`config.mk`:
```
export PLATFORM = sky130hd
export DESIGN_NAME = fns_enc_7_2
export DESIGN_NICKNAME = d
export VERILOG_FILES = /design/src/rtl/fns_enc_7_2.sv
export SDC_FILE = /design/constraint.sdc
export NUM_CORES = 1
export LEC_CHECK = 0
export BUFFER_PORTS_ARGS = -buffer_cell sky130_fd_sc_hd__buf_2
export CAP_MARGIN = 20
export CORE_MARGIN = 8
export CORE_UTILIZATION = 51
export CTS_CLUSTER_DIAMETER = 150
export DETAILED_ROUTE_END_ITERATION = 10
export MAX_ROUTING_LAYER = met4
export PLACE_DENSITY = 0.78
export SLEW_MARGIN = 25
export SYNTH_ARGS = -nofsm -noshare
export SYNTH_HDL_FRONTEND = slang
export SYNTH_SLANG_ARGS = --single-unit
```
`constraint.sdc`:
```
create_clock -name clk -period 5.9 [get_ports clk]
set_clock_uncertainty 0.05 [all_clocks]
set_input_delay 1.475 -clock clk [delete_from_list [all_inputs] [get_ports clk]]
set_output_delay 1.475 -clock clk [all_outputs]
set_load 0.01 [all_outputs]
```
`src/rtl/fns_enc_7_2.sv`:
```
// fns_enc_7_2 -- sequential Fibonacci-numeral-system encoder.
//
// The encoder turns a BLEN-bit binary word into an NBIT-bit FNS codeword.
// It subtracts greedily, MSB lane first, and settles one codeword bit per
// clock. Lane weights and per-lane enables are captured with the word, so
// the matching decoder stage can rebuild the data from the same values.
//
// Ports
//   clk        rising-edge clock
//   rst_n      synchronous active-low reset
//   in_valid   data_in / en_flag / weights are valid
//   in_ready   encoder is idle and can accept a word
//   data_in    BLEN-bit binary word to encode
//   en_flag    NBIT per-lane enables; a disabled lane is never set
//   weights    NBIT*WLEN packed lane weights, lane i at [i*WLEN +: WLEN]
//              (the fields for lanes 0 and 1 are ignored; those lanes weigh 1)
//   out_valid  codeout / err are valid
//   out_ready  consumer accepts the output
//   codeout    NBIT-bit FNS codeword, bit i carries lane i's weight
//   err        remainder was not zero after lane 0 (word not representable)
module fns_enc_7_2 #(
  parameter int BLEN = 7,
  parameter int NBIT = 9,
  parameter int WLEN = 7
) (
  input  logic                 clk,
  input  logic                 rst_n,
  input  logic                 in_valid,
  output logic                 in_ready,
  input  logic [BLEN-1:0]      data_in,
  input  logic [NBIT-1:0]      en_flag,
  input  logic [NBIT*WLEN-1:0] weights,
  output logic                 out_valid,
  input  logic                 out_ready,
  output logic [NBIT-1:0]      codeout,
  output logic                 err
);

  localparam int IDXW  = $clog2(NBIT);
  localparam int NSLOT = 2 ** IDXW;

  typedef enum logic [1:0] {
    IDLE = 2'd0,
    RUN  = 2'd1,
    DONE = 2'd2
  } state_t;

  state_t                 state_reg, state_next;
  logic [WLEN-1:0]        rem_reg, rem_next;
  logic [IDXW-1:0]        idx_reg, idx_next;
  logic [NBIT-1:0]        code_reg, code_next;
  logic                   err_reg, err_next;
  logic [NBIT-1:0]        en_reg, en_next;
  logic [NBIT*WLEN-1:0]   w_reg, w_next;
  logic                   in_ready_reg, in_ready_next;
  logic                   out_valid_reg, out_valid_next;

  // Per-lane effective weight and enable. The tables are padded to a power
  // of two so idx_reg can index them directly; the padded slots are never
  // reached because idx_reg only counts NBIT-1 down to 0.
  logic [WLEN-1:0]  lane_w [NSLOT];
  logic [NSLOT-1:0] lane_en;

  genvar gi;
  generate
    for (gi = 0; gi < NSLOT; gi++) begin : g_lane
      if (gi < 2) begin : g_unit
        // Lanes 0 and 1 always weigh 1, whatever their weight field says.
        assign lane_w[gi]  = WLEN'(1);
        assign lane_en[gi] = en_reg[gi];
      end else if (gi < NBIT) begin : g_prog
        assign lane_w[gi]  = w_reg[gi*WLEN +: WLEN];
        assign lane_en[gi] = en_reg[gi];
      end else begin : g_pad
        assign lane_w[gi]  = '0;
        assign lane_en[gi] = 1'b0;
      end
    end
  endgenerate

  logic [WLEN-1:0] cur_w;
  logic            take;
  logic [WLEN-1:0] rem_after;

  // A lane is taken only when the remainder covers its weight, so the
  // subtraction cannot wrap. A weight of 0 on an enabled lane is always taken.
  assign cur_w     = lane_w[idx_reg];
  assign take      = lane_en[idx_reg] && (rem_reg >= cur_w);
  assign rem_after = take ? (rem_reg - cur_w) : rem_reg;

  always_ff @(posedge clk) begin
    if (!rst_n) begin
      state_reg     <= IDLE;
      rem_reg       <= '0;
      idx_reg       <= IDXW'(NBIT - 1);
      code_reg      <= '0;
      err_reg       <= 1'b0;
      en_reg        <= '0;
      w_reg         <= '0;
      in_ready_reg  <= 1'b1;
      out_valid_reg <= 1'b0;
    end else begin
      state_reg     <= state_next;
      rem_reg       <= rem_next;
      idx_reg       <= idx_next;
      code_reg      <= code_next;
      err_reg       <= err_next;
      en_reg        <= en_next;
      w_reg         <= w_next;
      in_ready_reg  <= in_ready_next;
      out_valid_reg <= out_valid_next;
    end
  end

  always_comb begin
    state_next     = state_reg;
    rem_next       = rem_reg;
    idx_next       = idx_reg;
    code_next      = code_reg;
    err_next       = err_reg;
    en_next        = en_reg;
    w_next         = w_reg;
    in_ready_next  = in_ready_reg;
    out_valid_next = out_valid_reg;

    unique case (state_reg)
      IDLE: begin
        if (in_valid) begin
          // Snapshot the whole word so that upstream changes cannot disturb it.
          rem_next      = WLEN'(data_in);
          en_next       = en_flag;
          w_next        = weights;
          idx_next      = IDXW'(NBIT - 1);
          code_next     = '0;
          err_next      = 1'b0;
          in_ready_next = 1'b0;
          state_next    = RUN;
        end
      end

      RUN: begin
        rem_next           = rem_after;
        code_next[idx_reg] = take;
        if (idx_reg == '0) begin
          err_next       = (rem_after != '0);
          out_valid_next = 1'b1;
          state_next     = DONE;
        end else begin
          idx_next = idx_reg - 1'b1;
        end
      end

      DONE: begin
        if (out_ready) begin
          out_valid_next = 1'b0;
          in_ready_next  = 1'b1;
          state_next     = IDLE;
        end
      end

      default: begin
        state_next     = IDLE;
        in_ready_next  = 1'b1;
        out_valid_next = 1'b0;
      end
    endcase
  end

  assign in_ready  = in_ready_reg;
  assign out_valid = out_valid_reg;
  assign codeout   = code_reg;
  assign err       = err_reg;

endmodule

```
# --- Word level (Yosys, flattened, before mapping) ---
# Index checks and enable logic that the tools add are counted.
op_classes:
  bitwise_logic: 3
  n_lt_le_gt_ge: 4
  muxes: 28
  n_reduce_logical: 13
  n_addsub: 2
  n_eq_ne: 6
op_table:
  columns: ["operator", "count"]
  rows:
  - ["$bmux W7 S4", 1]
  - ["$mux W7", 4]
  - ["$pmux W9 S2", 1]
  - ["$reduce_and A3 Y1", 5]
  - ["$pmux W7 S2", 1]
  - ["$bwmux W9", 1]
  - ["$mux W9", 1]
  - ["$mux W4", 2]
  - ["$ne A2 B2 Y1 const B", 4]
  - ["$pmux W4 S2", 1]
  - ["$ge A7 B7 Y1", 1]
  - ["$mux W1", 7]
  - ["$reduce_bool A7 Y1", 1]
  - ["$sub A7 B7 Y7", 1]
  - ["$mux W2", 3]
  - ["$pmux W1 S3", 2]
  - ["$pmux W2 S3", 1]
  - ["$ge A5 B5 Y1 const B", 1]
  - ["$lt A4 B5 Y1 const B", 1]
  - ["$not A4 Y5", 1]
  - ["$bmux W1 S4", 1]
  - ["$demux W1 S4", 1]
  - ["$ge A4 B1 Y1 const B", 1]
  - ["$logic_not A4 Y1", 1]
  - ["other kinds (9)", 12]
word_totals:
  out_inout_bits: 12
  in_bits: 83
  word_cells: 65
  register_bits: 97

# --- Logic depth before layout (Yosys ltp) ---
# Gate-level depths: netlist of run 1.
logic_depth:
  depth_word: 10
  mapped_depth: 14
  mapped_depth_nobuf: 12

# --- Worst setup path after synthesis of run 1 ---
# OpenSTA, ideal clock, no wires.
synth_timing:
  path_kind: "flip-flop to flip-flop"
  from: "register idx_reg[1]"
  to: "register rem_reg[2]"
  path_stages_with_launch: 13
  path_slack_ps: 2738
  required_time_ps: 5730
  path_buffers: 3
  arrival_time_ps: 2992
  setup_ps: 120
  period_less_slack_ps: 3162
  cell_sequence: "dfxtp_1 > clkbuf_1 > clkbuf_1 > mux4_2 > a221oi_1 > ha_1 > a21oi_1 > o21ai_0 > a41oi_2 > nor3_4 > buf_6 > and3_1 > o31a_1"
synth_via:
  elab_chain_cells: 8
  word_cells_on_any_way: 11
  classes_between: "add/sub (1); order compare (1); mux (7); bitwise (1); reduce/logical (1)"
synth_lines:
  columns: ["item", "line_no", "source"]
  rows:
  - ["start: declaration", "50", "logic [IDXW-1:0] idx_reg, idx_next;"]
  - ["start signal: assignment", "95", "idx_reg <= IDXW'(NBIT - 1);"]
  - ["start signal: assignment", "105", "idx_reg <= idx_next;"]
  - ["$not A4 Y5 (not written as such)", "87", "assign cur_w = lane_w[idx_reg];"]
  - ["$bmux W7 S4", "87", null]
  - ["$mux W7 (not written as such) (2 in series)", "87", null]
  - ["$ge A7 B7 Y1", "88", "assign take = lane_en[idx_reg] && (rem_reg >= cur_w);"]
  - ["$logic_and A1 B1 Y1", "88", null]
  - ["$mux W7 *", "89", "assign rem_after = take ? (rem_reg - cur_w) : rem_reg;"]
  - ["$pmux W7 S2 *", "126", "unique case (state_reg)"]
  - ["end signal: assignment", "104", "rem_reg <= rem_next;"]
  - ["end: declaration", "49", "logic [WLEN-1:0] rem_reg, rem_next;"]
# Mark *: on every way between the ends. The rest lies on a longest branch, timed or not. The select of a mux whose other input is x is not followed.
# A chain may end at the register's enable or synchronous reset.

# --- Worst setup path in the final report of run 1 ---
layout_timing:
  from: "register idx_reg[0]"
  to: "register rem_reg[2]"
# Same word-level chain as after synthesis.

==> results of run 1 <==
cells in the mapped netlist, drive strengths merged, types with 2 or more instances:
cell,count,share of area (%)
a21boi,61,11
a21oi,17,2.1
a221oi,6,1.3
a31oi,9,1.3
and3,5,0.75
buf,12,1.6
clkbuf,24,2.1
dfxtp,83,40
ha,12,3.6
inv,10,0.89
mux2i,7,1.7
mux4,9,5.0
nand2,154,14
nand2b,2,0.30
nand3,6,0.72
nand3b,2,0.36
nand4b,4,0.84
nor2,19,1.7
nor2b,13,1.9
nor3,5,1.1
nor3b,2,0.48
nor4,3,0.45
nor4b,2,0.78
o21ai,9,1.1
o311ai,3,0.63
o31a,3,0.63
or3,2,0.30
xnor2,3,0.63
xor2,3,0.63
area by class of cell:
cell class | instances | share of cell area (%)
multi-input combinational | 373 | 48.71
inverter | 10 | 0.7790
clock buffer | 12 | 2.804
sequential | 83 | 34.48
timing repair buffer | 84 | 8.933
tap | 105 | 2.727
clock inverter | 4 | 1.558
cells by family after synthesis:
logic type               Yosys count  share of synthesized area (%)
AND/OR/NAND/NOR                  220                          23.66
AO/OA/AOI/OAI                    118                          20.11
flip-flops                        83                          39.62
buffers and inverters             46                          4.624
multiplexers                      16                          6.683
adder cells (fa/ha/maj)           13                          4.057
XOR/XNOR                           6                          1.253
final timing paths:
check / end / slack (ns)
max reg2reg: rem_reg[2]$_SDFFE_PN0P_ / 1.94
max: rem_reg[2]$_SDFFE_PN0P_ / 1.94
min: en_reg[7]$_SDFFE_PN0P_ / 0.41
min reg2reg: en_reg[7]$_SDFFE_PN0P_ / 0.41
power groups by stage:
stage	logic (mW)	registers, mW	clock network [mW]
4_1_cts	0.313	0.640	0.448
5_1_grt	0.352	0.646	0.474
6_report	0.313	0.640	0.437
3_3_place_gp	0.306	0.650	0
2_1_floorplan	0.245	0.635	0
3_5_place_dp	0.312	0.653	0
worst max-delay path: cells and delay by family, from the launching register on:
family                     cells  cell delay, ns
muxes                          1            0.52
adders and majority gates      1            0.29
DFF                            1            0.77
AOI/OAI and AO/OA              5            1.03
and+or+nand+nor                2            0.81
buffers and inverters          1            0.36
through the flow:
step	setup slack, ns	utilization [%]
after global routing	1.596	59.54
after CTS	1.910	59.51
after detailed placement	1.921	56.91
after floorplan	2.738	-
after global placement	2.004	56.91
final	1.944	59.54
layer usage:
metal | up-vias | track usage [%] | wire length [um]
met5 | - | - | 0
li1 | 1842 | - | -
met1 | 1686 | 23.85 | 4668
met3 | 7 | 4.799 | 521
met2 | 89 | 28.73 | 4624
met4 | 0 | 5.427 | 72
==> results.json, run 1 <==
{
  "initial_utilization_pct": 51.82,
  "core-area_um2": 8093,
  "rows": 33,
  "ant_nets": 0,
  "synth.distinct_cells": 51,
  "fmax_ghz": 0.2528,
  "finalMaxSlewViolations": 0,
  "hold_ws_ns": 0.4143,
  "yosys_most_used_dff": "dfxtp_1",
  "power.switching_mw": 0.4163,
  "htreeDepth": 3,
  "async_reset_ff_share_pct": 0,
  "overflow": 0,
  "slew_headroom_pct": 46.08,
  "crit_start": "idx_reg[0]$_SDFFE_PN0P_",
  "die_y_um": 106.7,
  "drtPass1Iterations": 4,
  "share_seq_of_total_power_pct": 46.0,
  "ctsHoldBuffers": 0,
  "fillers": 763,
  "worstHoldStart": "en_reg[7]$_SDFFE_PN0P_",
  "io_buffers": 80,
  "critPathLaunchType": "flip-flop",
  "p_leak_nw": 1.928,
  "finalWeightedCongestion": 0.8532,
  "tns_ns": 0,
  "clockRootBuffer": "clkbuf_8",
  "finalNonFillerCells": 671,
  "grt_use_total_pct": 18.75,
  "postSynthCellCount": 502,
  "antenna_found_initial": 0,
  "hold_viol_final": 0,
  "clockBufferDepth": 2,
  "drc": 0,
  "first_global_vias": 3649,
  "critPathCaptureType": "flip-flop",
  "multi_input_area_um2": 2347,
  "vias": 3624,
  "p_per_area_nw_per_um2": 288.3,
  "synth_area_um2": 4194,
  "critPathSlowestCell": "dfxtp_1",
  "min_path_cells": 2,
  "fin_area_um2": 4818,
  "max_slew.worst_pin.slew_ns": 0.8061,
  "drt_first_iter_violations": 200,
  "synth_edf_count": 0,
  "cp_cell_sequence": "buf_4 > mux4_2 > a221oi_1 > ha_1 > a21oi_1 > o21ai_0 > a41oi_2 > nor3_4 > nor2_1 > o31a_1",
  "die-area_um2": 11380,
  "arrival_ns": 4.15,
  "n_antenna_cell": 0,
  "avgRoutedWirePerCell_um": 14.73,
  "drt_wl_total_mm": 9.887,
  "yosys_register_bits": 83,
  "nets": 657,
  "cts_buffers": 9,
  "placed_area_um2": 4606,
  "ios": 95,
  "ys_seq_area_share_pct": 39.62,
  "cts_sinks": 83,
  "layout_commonest_cell": "nand2_1",
  "worstHoldPathType": "flip-flop to flip-flop",
  "syn_to_final_growth_pct": 14.89,
  "ir_drop_v": 0.0001433,
  "p_sw_share_pct": 29.97,
  "reg2regPathDepth": 10,
  "combPwrFrac_pct": 22.5,
  "viasPerCell": 5.401,
  "total_power_mw": 1.389,
  "cap_violations": 0,
  "post_cts_resized": 0,
  "grt_first_pass_wirelength_mm": 17.02,
  "clk_pin_slew_worst_paths_ns": 0.08,
  "largest_reg_flops": 49,
  "final-seq-area_um2": 1662,
  "mostFrequentLayoutCells": "154 x nand2_1, 83 x dfxtp_1, 80 x buf_2, 59 x a21boi_0, 19 x nor2_1",
  "path_max_fanout": 23,
  "power_frac_clock_pct": 31.4,
  "worstReg2RegStart": "idx_reg[0]$_SDFFE_PN0P_",
  "syn-num-nets": 598,
  "fin_crit_sh_pct": 67.05,
  "dpl.cell_count": 655,
  "tritoncts": "done",
  "finalSetupViolCount": 0,
  "rsz0062_at_grt": "no",
  "ys_warn_count": 0,
  "hpwlAfterDp_mm": 7.159,
  "clock_latency_ns": 0.35,
  "synth_area_per_cell_um2": 8.355,
  "slowest_delay_ns": 0.77,
  "cp.required_ns": 6.09,
  "grt_max_degree": 71,
  "drive_gt1_share_pct": 19.79,
  "path_class": "flip-flop to flip-flop",
  "cts_setup_buffers": 0,
  "status": "finished, final reports clean",
  "p_int_mw": 0.9728,
  "die_w_um": 106.7,
  "fin_crit_ns": 3.956
}
No activity file was read; power rests on OpenSTA's default activity.
==> run 2, diff against run 1 <==
clock period = 3.67 ns   (was 5.9 ns; I/O delays follow)
==> results.json, run 2 (synthesized netlist as in run 1, its figures left out) <==
{
  "cp_cell_sequence": "mux4_2 > a221oi_1 > ha_1 > nand2_1 > o21ai_0 > a41oi_2 > nor3_4 > buf_4 > nand3_1 > a21boi_1",
  "critPathSlowestCell": "dfxtp_1",
  "die_y_um": 106.7,
  "slowest_delay_ns": 0.72,
  "post-route-util_pct": 59.99,
  "rsz0062_at_grt": "no",
  "hold_ws_ns": 0.4126,
  "multi_input_area_um2": 2345,
  "largest_reg_flops": 49,
  "critPathLaunchType": "flip-flop",
  "cts_sinks": 83,
  "ir_drop_v": 0.0002490,
  "fmax_ghz": 0.2976,
  "antenna_found_initial": 0,
  "status": "finished, final reports clean",
  "final-seq-area_um2": 1663,
  "share_seq_of_total_power_pct": 46.6,
  "syn_to_final_growth_pct": 15.75,
  "layout_commonest_cell": "nand2_1",
  "arrival_ns": 3.59,
  "tns_ns": 0,
  "io_buffers": 80,
  "avgRoutedWirePerCell_um": 14.97,
  "p_sw_share_pct": 30.93,
  "fin_crit_sh_pct": 91.57,
  "drc": 0,
  "ant_nets": 0,
  "grt_first_pass_wirelength_mm": 16.93,
  "clockBufferDepth": 2,
  "htreeDepth": 3,
  "total_power_mw": 2.202,
  "clock_latency_ns": 0.35,
  "ios": 95,
  "nets": 661,
  "dpl.cell_count": 659,
  "cts_setup_buffers": 0,
  "clk_pin_slew_worst_paths_ns": 0.09,
  "finalWeightedCongestion": 0.8535,
  "finalSetupViolCount": 0,
  "drtPass1Iterations": 4,
  "clockRootBuffer": "clkbuf_8",
  "rows": 33,
  "path_class": "flip-flop to flip-flop",
  "slew_headroom_pct": 59.00,
  "path_max_fanout": 16,
  "power.switching_mw": 0.6809,
  "drt_first_iter_violations": 159,
  "max_slew.worst_pin.slew_ns": 0.6141,
  "finalNonFillerCells": 674,
  "fillers": 737,
  "combPwrFrac_pct": 23.7,
  "die-area_um2": 11380,
  "p_per_area_nw_per_um2": 453.5,
  "cts_buffers": 9,
  "core-area_um2": 8093,
  "n_antenna_cell": 0,
  "first_global_vias": 3676,
  "cp.required_ns": 3.90,
  "viasPerCell": 5.427,
  "finalMaxSlewViolations": 0,
  "tritoncts": "done",
  "grt_use_total_pct": 18.58,
  "drt_wl_total_mm": 10.09,
  "worstHoldPathType": "flip-flop to flip-flop",
  "p_int_mw": 1.521,
  "drive_gt1_share_pct": 20.56,
  "initial_utilization_pct": 51.82,
  "p_leak_nw": 1.955,
  "vias": 3658,
  "cap_violations": 0,
  "critPathCaptureType": "flip-flop",
  "hold_viol_final": 0,
  "fin_crit_ns": 3.360,
  "mostFrequentLayoutCells": "154 x nand2_1, 82 x dfxtp_1, 80 x buf_2, 59 x a21boi_0, 19 x nor2_1",
  "power_frac_clock_pct": 29.7,
  "hpwlAfterDp_mm": 7.325,
  "die_w_um": 106.7,
  "grt_max_degree": 63,
  "overflow": 0
}
run 2: timing repair:
action / 4_1_cts / 5_1_grt
endpoints found under the hold margin: 0 / 0
gates resized for setup: 0 / 1
endpoints found under the setup margin: 0 / 16
hold buffers: 0 / 0
run 2: area by class of cell:
class / instances / area share, %
clock inverters: 4 / 1.057
well taps: 105 / 2.706
inverters: 10 / 0.7732
repair buffers: 88 / 10.00
flip-flops and latches: 83 / 34.25
clock buffers: 11 / 2.912
multi-input cells: 373 / 48.30
run 2: path summary, 6_finish.rpt:
kind | startpoint | end | slack [ns] | cells after the start
min reg2reg | w_reg[46]$_SDFFE_PN0P_ | w_reg[46]$_SDFFE_PN0P_ | 0.41 | 2
max reg2reg | idx_reg[1]$_SDFFE_PN0P_ | codeout[0]$_SDFFE_PN0P_ | 0.31 | 10
min | w_reg[46]$_SDFFE_PN0P_ | w_reg[46]$_SDFFE_PN0P_ | 0.41 | 2
max | idx_reg[1]$_SDFFE_PN0P_ | codeout[0]$_SDFFE_PN0P_ | 0.31 | 10
run 2: critical path, delay by kind of cell (launching register included):
family | cells | cell delay (ns)
buffers and inverters | 1 | 0.26
and+or+nand+nor | 3 | 0.67
DFF | 1 | 0.72
AOI/OAI and AO/OA | 4 | 0.93
adders and majority gates | 1 | 0.23
muxes | 1 | 0.43
run 2: routing by layer:
| metal | vias to the layer above | track usage (%) | routed length, um |
|---|---|---|---|
| met5 | - | - | 0 |
| met2 | 98 | 29.80 | 4607 |
| met1 | 1694 | 21.93 | 4714 |
| li1 | 1846 | - | - |
| met3 | 20 | 3.839 | 509 |
| met4 | 0 | 8.643 | 260 |
run 2: per-stage QoR:
step           setup slack, ns  area [um^2]
2_1_floorplan           0.5080         4194
3_5_place_dp            0.2041         4661
6_report                0.3095         4855
3_3_place_gp            0.2496         4661
4_1_cts                 0.1621         4853
5_1_grt                0.01710         4855
run 2: power by group through the flow:
stage | Clock [mW] | Combinational (mW) | Sequential [mW]
6_report | 0.653 | 0.522 | 1.03
5_1_grt | 0.702 | 0.583 | 1.04
4_1_cts | 0.662 | 0.521 | 1.03
3_5_place_dp | 0 | 0.517 | 1.05
3_3_place_gp | 0 | 0.504 | 1.04
2_1_floorplan | 0 | 0.394 | 1.02
